**config.mk**
```make
export PLATFORM = sky130hd
export DESIGN_NAME = fetch_pc_gen
export DESIGN_NICKNAME = d
export VERILOG_FILES = /design/src/rtl/fetch_pkg.sv /design/src/rtl/fetch_target_queue.sv /design/src/rtl/fetch_pc_gen.sv
export SDC_FILE = /design/constraint.sdc
export NUM_CORES = 1
export LEC_CHECK = 0
export CORE_ASPECT_RATIO = 0.75
export CORE_MARGIN = 8
export CORE_UTILIZATION = 49
export CTS_CLUSTER_DIAMETER = 80
export DETAILED_ROUTE_END_ITERATION = 8
export PLACE_DENSITY = 0.85
export SKIP_CTS_REPAIR_TIMING = 1
export SYNTH_ARGS = -nofsm -noshare
export SYNTH_HDL_FRONTEND = slang
export SYNTH_HIERARCHICAL = 1
export SYNTH_SLANG_ARGS = --single-unit
export TNS_END_PERCENT = 1
```
**constraint.sdc**
```tcl
create_clock -name clk -period 4.35 [get_ports clk]
set_clock_uncertainty 0.05 [all_clocks]
set_input_delay 0.6525 -clock clk [delete_from_list [all_inputs] [get_ports clk]]
set_output_delay 0.6525 -clock clk [all_outputs]
set_load 0.02 [all_outputs]
```
**src/rtl/fetch_pkg.sv**
```systemverilog
// Shared definitions for the fetch PC generator: branch-type encodings and
// a ceiling-log2 helper used to size slot indices, pointers and counters.
package fetch_pkg;

  localparam logic [1:0] BR_RETURN = 2'b00;
  localparam logic [1:0] BR_CALL   = 2'b01;
  localparam logic [1:0] BR_JUMP   = 2'b10;
  localparam logic [1:0] BR_COND   = 2'b11;

  // Smallest r with 2**r >= n (0 for n <= 1).
  function automatic int clog2(input int n);
    int r;
    r = 0;
    while ((1 << r) < n) r = r + 1;
    return r;
  endfunction

endpackage

```
**src/rtl/fetch_target_queue.sv**
```systemverilog
// Generic FIFO used as the Fetch Target Queue.
// Flush empties the queue in one cycle and overrides a simultaneous dequeue.
// Optional macro FETCH_FTQ_BYPASS_EN: when the queue is empty, an incoming
// entry is shown on the read side in the same cycle and, if taken, is never
// written into storage.
module fetch_target_queue
  import fetch_pkg::*;
#(
  parameter int  DEPTH = 4,
  parameter type T     = logic [7:0],
  parameter int  PTR_W = clog2(DEPTH),
  parameter int  CNT_W = clog2(DEPTH) + 1
) (
  input  logic             clk,
  input  logic             reset,
  input  logic             flush,
  input  logic             enqValid,
  input  T                 enqData,
  input  logic             deqReady,
  output logic             deqValid,
  output T                 deqData,
  output logic [CNT_W-1:0] count
);

  T                 mem [DEPTH];
  logic [PTR_W-1:0] wrPtr;
  logic [PTR_W-1:0] rdPtr;
  logic             full;
  logic             empty;
  logic             wrEn;
  logic             rdEn;

  assign full  = (count == CNT_W'(DEPTH));
  assign empty = (count == '0);
  assign rdEn  = ~empty & deqReady & ~flush;

`ifdef FETCH_FTQ_BYPASS_EN
  logic bypass;
  assign bypass   = empty & enqValid & ~flush;
  assign deqValid = ~empty | bypass;
  assign deqData  = empty ? enqData : mem[rdPtr];
  assign wrEn     = enqValid & ~full & ~flush & ~(bypass & deqReady);
`else
  assign deqValid = ~empty;
  assign deqData  = mem[rdPtr];
  assign wrEn     = enqValid & ~full & ~flush;
`endif

  // Entry storage: data only, no reset needed.
  always_ff @(posedge clk) begin
    if (wrEn) mem[wrPtr] <= enqData;
  end

  // Pointers and occupancy; pointers wrap naturally since DEPTH is a power of two.
  always_ff @(posedge clk or posedge reset) begin
    if (reset) begin
      wrPtr <= '0;
      rdPtr <= '0;
      count <= '0;
    end else if (flush) begin
      wrPtr <= '0;
      rdPtr <= '0;
      count <= '0;
    end else begin
      if (wrEn) wrPtr <= wrPtr + PTR_W'(1);
      if (rdEn) rdPtr <= rdPtr + PTR_W'(1);
      case ({wrEn, rdEn})
        2'b10:   count <= count + CNT_W'(1);
        2'b01:   count <= count - CNT_W'(1);
        default: count <= count;
      endcase
    end
  end

endmodule

```
**src/rtl/fetch_pc_gen.sv**
```systemverilog
// Next-PC generator for a FETCH_WIDTH-wide fetch stage.
// Picks the next PC from redirects, the first effective BTB hit or the
// sequential block address, drives RAS push/pop and enqueues one block
// descriptor per advance into the Fetch Target Queue.
// Optional macro FETCH_FTQ_BYPASS_EN enables same-cycle FTQ bypass when empty.
module fetch_pc_gen
  import fetch_pkg::*;
#(
  parameter int FETCH_WIDTH = 4,
  parameter int INST_BYTES  = 8,
  parameter int PC_W        = 32,
  parameter int FTQ_DEPTH   = 4,
  parameter int SLOT_W      = (FETCH_WIDTH > 1) ? clog2(FETCH_WIDTH) : 1,
  parameter int CNT_W       = clog2(FTQ_DEPTH) + 1
) (
  input  logic                        clk,
  input  logic                        reset,
  input  logic                        stall_i,
  input  logic                        recoverEX_i,
  input  logic [PC_W-1:0]             targetEX_i,
  input  logic                        recoverID_i,
  input  logic                        rtrID_i,
  input  logic [PC_W-1:0]             targetID_i,
  input  logic [PC_W-1:0]             rasTop_i,
  input  logic [PC_W-1:0]             rasTopCP_i,
  input  logic [FETCH_WIDTH-1:0]      btbHit_i,
  input  logic [2*FETCH_WIDTH-1:0]    btbType_i,
  input  logic [FETCH_WIDTH-1:0]      pred_i,
  input  logic [PC_W*FETCH_WIDTH-1:0] btbTarget_i,
  output logic [PC_W-1:0]             pc_o,
  output logic                        rasPush_o,
  output logic [PC_W-1:0]             rasPushAddr_o,
  output logic                        rasPop_o,
  output logic                        ftqValid_o,
  input  logic                        ftqReady_i,
  output logic [PC_W-1:0]             ftqPc_o,
  output logic                        ftqTaken_o,
  output logic [SLOT_W-1:0]           ftqSlot_o,
  output logic [PC_W-1:0]             ftqNextPc_o,
  output logic [CNT_W-1:0]            ftqCount_o
);

  typedef struct packed {
    logic [PC_W-1:0]   pc;
    logic              taken;
    logic [SLOT_W-1:0] slot;
    logic [PC_W-1:0]   nextPc;
  } ftqEntry_t;

  logic [PC_W-1:0]        pcReg;
  logic [FETCH_WIDTH-1:0] eff;
  logic                   hitAny;
  logic [SLOT_W-1:0]      k;
  logic [1:0]             typeK;
  logic [PC_W-1:0]        targetK;
  logic [PC_W-1:0]        seqPc;
  logic [PC_W-1:0]        predNext;
  logic                   recovery;
  logic [PC_W-1:0]        recTarget;
  logic                   advance;
  logic                   doPush;
  ftqEntry_t              enqEntry;
  ftqEntry_t              headEntry;

  // Effective hits: conditional branches count only when predicted taken.
  always_comb begin
    for (int i = 0; i < FETCH_WIDTH; i++) begin
      eff[i] = btbHit_i[i] & (pred_i[i] | (btbType_i[2*i +: 2] != BR_COND));
    end
  end

  // Priority encoder: lowest effective slot wins, scanning high to low.
  always_comb begin
    k = '0;
    for (int i = FETCH_WIDTH - 1; i >= 0; i--) begin
      if (eff[i]) k = SLOT_W'(i);
    end
  end

  assign hitAny  = |eff;
  assign typeK   = btbType_i[2*k +: 2];
  assign targetK = btbTarget_i[PC_W*k +: PC_W];
  assign seqPc   = pcReg + PC_W'(FETCH_WIDTH * INST_BYTES);

  // Predicted successor: returns use the RAS top, other hits the BTB target.
  always_comb begin
    predNext = seqPc;
    if (hitAny) predNext = (typeK == BR_RETURN) ? rasTop_i : targetK;
  end

  // Redirect selection: execute stage outranks decode stage.
  always_comb begin
    recTarget = targetID_i;
    if (recoverEX_i)  recTarget = targetEX_i;
    else if (rtrID_i) recTarget = rasTopCP_i;
  end

  assign recovery = recoverEX_i | recoverID_i;
  assign advance  = ~reset & ~recovery & ~stall_i & (ftqCount_o < CNT_W'(FTQ_DEPTH));

  // PC register: redirects always win; otherwise step only on advance.
  always_ff @(posedge clk or posedge reset) begin
    if (reset)        pcReg <= '0;
    else if (recovery) pcReg <= recTarget;
    else if (advance)  pcReg <= predNext;
  end

  assign pc_o          = pcReg;
  assign doPush        = advance & hitAny & (typeK == BR_CALL);
  assign rasPush_o     = doPush;
  assign rasPop_o      = advance & hitAny & (typeK == BR_RETURN);
  assign rasPushAddr_o = doPush ? pcReg + PC_W'((32'(k) + 32'd1) * 32'(INST_BYTES)) : pcReg;

  assign enqEntry.pc     = pcReg;
  assign enqEntry.taken  = hitAny;
  assign enqEntry.slot   = k;
  assign enqEntry.nextPc = predNext;

  fetch_target_queue #(
    .DEPTH (FTQ_DEPTH),
    .T     (ftqEntry_t),
    .CNT_W (CNT_W)
  ) uFtq (
    .clk      (clk),
    .reset    (reset),
    .flush    (recovery),
    .enqValid (advance),
    .enqData  (enqEntry),
    .deqReady (ftqReady_i),
    .deqValid (ftqValid_o),
    .deqData  (headEntry),
    .count    (ftqCount_o)
  );

  assign ftqPc_o     = headEntry.pc;
  assign ftqTaken_o  = headEntry.taken;
  assign ftqSlot_o   = headEntry.slot;
  assign ftqNextPc_o = headEntry.nextPc;

endmodule

```
* After elaboration in Yosys (flattened, before gate mapping)
Memory sizes are Yosys's and may differ from the RTL's. Index checks and enable logic that the tools add are counted. Widths: inputs -> output; s select.
Operators by class: add/sub/neg operators 7, magnitude comparators 1, equality and inequality tests 8, shift-type cells 2, muxes and demuxes 19, bitwise operators 24, reductions and logical operators 7
Operator list (number):
- $mux 32 | 7
- $shiftx 128x8->32 | 1
- $add 32x6->32 | 1
- $add 32x6->32 const B | 1
- $mux 2 | 8
- $and 1x1->1 | 14
- $ne 2x2->1 const B | 4
- $shiftx 8x4->2 | 1
- $pmux 3 s2 | 1
- $reduce_bool 2->1 | 3
- $not 1->1 | 5
- $or 1x1->1 | 5
- $add 2x1->2 const B | 2
- $eq 2x1->1 const B | 2
- $reduce_or 4->1 | 1
- $add 2x1->3 const B | 1
- $add 3x1->3 const B | 1
- $eq 3x3->1 const B | 1
- $logic_not 3->1 | 1
- $lt 3x3->1 const B | 1
- $mux 3 | 1
- $reduce_bool 3->1 | 1
- $sub 3x1->3 const B | 1
- $eq 2x2->1 const B | 1
- other kinds (2) | 3
Storage, ports and cells: flip-flop bits (word level) 39, RAM bits 268, input port bits 279, output and inout port bits 137, word-level logic and storage cells 73, memories 1
Memories:
- uFtq.mem | depth 4, bits a word 67, read ports 1, clocked after Yosys merged registers in 0, write ports 1, line fetch_target_queue.sv:25 | T mem [DEPTH];

* Logic depth before layout (Yosys ltp)
depth after elaboration 13, gate-level depth with buffers 13

* Modules after synthesis
Netlist, hierarchy kept.
By module, submodules not included:
- fetch_target_queue | instances 1, cells each 414, area each 10222.3 µm², sequential area each 8222.9 µm²
- fetch_pc_gen | instances 1, cells each 735, area each 5565.3 µm², sequential area each 800.8 µm²

* Worst setup path after synthesis
No wires, ideal clock.
kind input port to flip-flop, start point in recoverEX_i, end point mem uFtq/mem[0][0] (netlist bit), enable pin, library setup time 432 ps, arrival time 3516 ps, required time 3868 ps, path slack 351 ps, stages on the path 9, path buffers 3, cell sequence clkbuf_1 nor2_1 nand2_1 clkinv_1 buf_2 clkbuf_8 o21ai_2 nor2_1 and2_1
Between the ends: cells in the longest elaborated chain, start to end 9
Ends and longest elaborated chain:
- from (decl) | line fetch_pc_gen.sv:19 | input logic recoverEX_i,
- $or 1x1->1 | line fetch_pc_gen.sv:98 | assign recovery = recoverEX_i | recoverID_i;
- $not 1->1 | line fetch_pc_gen.sv:99 | assign advance = ~reset & ~recovery & ~stall_i & (ftqCount_o < CNT_W'(FTQ_DEPTH));
- $and 1x1->1 (3 in series) | line fetch_pc_gen.sv:99
- via advance | line fetch_pc_gen.sv:60 | logic advance;
- $and 1x1->1 (2 in series) | line fetch_target_queue.sv:46 | assign wrEn = enqValid & ~full & ~flush;
- $mux 1 | line fetch_target_queue.sv:51 | if (wrEn) mem[wrPtr] <= enqData;
- $mux 1 (not written as such) | line fetch_target_queue.sv:51
- to (decl) | line fetch_target_queue.sv:25
The timed path passes the listed nets, and every way through them passes these cells.

* Worst setup path in the final report
start point in btbType_i[3], end point out rasPushAddr_o[31]
Between the ends: cells in the longest elaborated chain, start to end 9
Ends and longest elaborated chain:
- from (decl) | line fetch_pc_gen.sv:27 | input logic [2*FETCH_WIDTH-1:0] btbType_i,
- parallel branches: the longest is 8 deep, another holds $add 32x6->32
- $mux 32 * | line fetch_pc_gen.sv:112 | assign rasPushAddr_o = doPush ? pcReg + PC_W'((32'(k) + 32'd1) * 32'(INST_BYTES)) : pcReg;
- to (decl) | line fetch_pc_gen.sv:32 | output logic [PC_W-1:0] rasPushAddr_o,
Every way passes the cells marked *.

==> flow_metrics.tcl <==
set metrics [dict create \
    status "complete, but fails checks" \
    violations "negative setup slack" \
    grt_pass1_vias 13100 \
    wirelength_um 59600 \
    gp_congestion 0.959 \
    port-buffer-count 415 \
    p_leak_nw 7.88 \
    worst_slack_ns -0.0614 \
    cp-end-kind "primary output" \
    cp_slowest_cell "clkdlybuf4s50_1" \
    grt_pass1_wl_um 85200 \
    p_switching_mw 1.96 \
    period_needed_ns 4.41 \
    area_growth_pct 38.2 \
    drc_errors 0 \
    numCtsBuffers 29 \
    die_area_mm2 0.0383 \
    cts_tree "done" \
    async_flop_share 0.127 \
    drive_gt1_frac 0.169 \
    cpPeakStageDelay_ns 0.50 \
    crit_cells 15 \
    clock_latency_ns 0.57 \
    synth_edf_count 268 \
    die_w_um 223 \
    intPower_mw 5.46 \
    slew_violations 0 \
    seq_area_frac_synth 0.572 \
    rows 57 \
    fin_hold_ws_ns 0.329 \
    htreeDepth 1 \
    combPwrFrac 0.180 \
    clock.fmax_ghz 0.227 \
    drt_iter0_drc 1762 \
    synth_nets 1438 \
    start_util 0.493 \
    grt_max_degree 45 \
    peakVddDrop_mv 0.214 \
    start_kind "input pin" \
    pin_count 416 \
    cp_max_fo 6 \
    clock_power_share 0.353 \
    ys_types 83 \
    cts.sinks 307 \
    worst_path_most_repeated_cell "buf_4" \
    syn_inst 1149 \
    num_vias 12900 \
    grt.total_usage 0.300 \
    place_hpwl_um 45600 \
    crit_chain "clkdlybuf4s50_1 -> nand3b_1 -> and2_1 -> o21ai_2 -> inv_1 -> ha_1 -> fa_1 -> a21oi_2 -> nor2b_2 -> nand2_1 -> nor2_4 -> buf_4 -> nand4_1 -> xnor2_1 -> buf_4" \
    clockBufferDepth 3 \
    finalSetupViolations 5 \
    antenna_found_initial 5 \
    power_density_mw_per_mm2 340 \
    dr.pass1.iters 5 \
    finalPower_mw 7.42 \
    cts-root-buf "clkbuf_16" \
    final_antenna_net_count 0 \
    synthesis.area_mm2 0.0158 \
    grt_overflow_total 0 \
    fin_nets 1880 \
    ys_ff_latch 307 \
    rsz0062_at_grt "yes" \
    cp.required_ns 3.65 \
    syn_avg_cell_area_um2 13.7 \
    fin_crit_sh 1.01 \
    sw_frac_of_total 0.264 \
    seqPwrFrac 0.467 \
    yosys_warnings 6 \
    coreArea_mm2 0.0320 \
    drv_cap 0 \
    min_path_type "input pin to async pin" \
    dieHeight_um 171 \
    cp_top_family "simple AND/OR/NAND/NOR gates" \
    synth_flop_cell "edfxtp_1" \
    via_per_inst 6.34 \
    rr_worst_depth 8 \
    crit_buf_inv 4 \
    wl_per_cell_um 29.4 \
    clk_pin_slew_ns 0.07 \
    hold_viol_final 0 \
    slew_headroom 0.473 \
    critical_path_arrival_ns 3.71 \
    crit_type "input pin to primary output" \
    worstMarginPinSlew_ns 0.790 \
]
[layout by cell type (no fill, tap or decap), types with 7 or more instances in the layout]
cell	count
nand3_1	29
dlymetal6s2s_1	15
clkinv_1	8
a21o_1	27
and2_1	14
nand3b_1	7
ha_1	8
mux2_2	16
o21ai_0	24
o311a_1	19
buf_12	11
dfrtp_1	37
nor2_1	80
a221o_1	12
a221oi_1	9
nand4_1	17
a21oi_1	35
mux2i_1	55
o221ai_1	9
inv_1	23
nor2b_1	7
buf_4	90
mux4_2	69
xnor2_1	37
nor3_1	16
or3_1	30
a31o_1	8
xor2_1	15
clkdlybuf4s50_1	386
clkbuf_16	29
o22ai_1	20
nand2_1	46
edfxtp_1	268
[cells by family (layout without fill, tap and decap cells)]
kind of cell             Yosys count  after routing  share of synthesized area
buffers and inverters            120            585                     0.0394
AO/OA/AOI/OAI                    231            231                      0.109
adder cells (fa/ha/maj)           10             10                    0.00888
other                              0              4                          0
multiplexers                     143            143                      0.147
XOR/XNOR                          54             54                     0.0300
flip-flops                       307            307                      0.572
AND/OR/NAND/NOR                  284            284                     0.0938
[registers in the layout (all words and copies together), names as in the netlist]
| register | count |
|---|---|
| uFtq/wrPtr | 2 |
| uFtq/mem | 268 |
| uFtq/count | 3 |
| uFtq/rdPtr | 2 |
| pc_o | 32 |
[layer usage]
layer  wire, um  vias to the layer above  part of all wire  GRT usage
met5          0                        -                 0          0
met4       2720                        0             0.046      0.129
met3       6970                      144              0.12     0.0763
met2      29100                      971              0.49      0.507
met1      20800                     6336              0.35      0.367
li1           -                     5429                 -          -
[cells in the mapped netlist, types with 15 or more instances]
library cell / instances / area (um^2)
nor3_1: 16 / 80.1
clkbuf_1: 43 / 161
mux2i_1: 55 / 551
mux4_2: 69 / 1550
mux2_2: 16 / 180
buf_2: 26 / 130
and2_1: 18 / 113
o311a_1: 19 / 190
xor2_1: 15 / 131
nand3_1: 29 / 145
edfxtp_1: 268 / 8050
nand2_1: 46 / 173
dfrtp_1: 39 / 976
a21o_1: 27 / 203
or3_1: 30 / 188
a21oi_1: 36 / 180
inv_1: 23 / 86.3
o21ai_0: 24 / 120
nor2_1: 83 / 312
o22ai_1: 20 / 125
xnor2_1: 39 / 342
nand4_1: 17 / 106
[through the flow]
| stage | setup TNS (ns) | cells | util | worst slack, ns | instance area, um^2 |
|---|---|---|---|---|---|
| floorplan | 0 | 1149 | - | 0.351 | 15800 |
| global placement | -3.66 | 1973 | 0.648 | -0.414 | 20800 |
| detailed placement | -4.69 | 1973 | 0.648 | -0.480 | 20800 |
| CTS | -4.87 | 2027 | 0.679 | -0.477 | 21700 |
| global route | -1.77 | 2031 | 0.682 | -0.249 | 21800 |
| finish | -0.137 | 2031 | 0.682 | -0.0614 | 21800 |
[power by group through the flow]
stage,combinational [mW],sequential (mW),clock [mW]
after global placement,1.29,3.51,0
final,1.34,3.46,2.62
after detailed placement,1.32,3.52,0
after floorplan,0.596,3.49,0
after global routing,1.40,3.47,2.73
after CTS,1.32,3.45,2.62
[area by class of cell]
class | count | area [um^2]
well taps | 413 | 517
fillers | 2214 | 10200
inverters | 25 | 93.8
clock inverters | 22 | 240
repair buffers | 506 | 4970
multi-input cells | 722 | 6210
diodes | 4 | 10.0
flip-flops and latches | 307 | 9030
clock buffers | 32 | 747
[final timing paths]
path                               startpoint           endpoint  slack, ns
worst max-delay path             btbType_i[3]  rasPushAddr_o[31]      -0.06
worst min-delay path                    reset            pc_o[0]       0.33
worst max register to register  uFtq/count[2]    uFtq/mem[2][37]       1.07
worst min register to register  uFtq/wrPtr[1]      uFtq/wrPtr[1]       0.58
max in group asynchronous               reset            pc_o[4]       3.26
min in group clk                uFtq/wrPtr[1]      uFtq/wrPtr[1]       0.58
(Power assumes the default switching activity.)
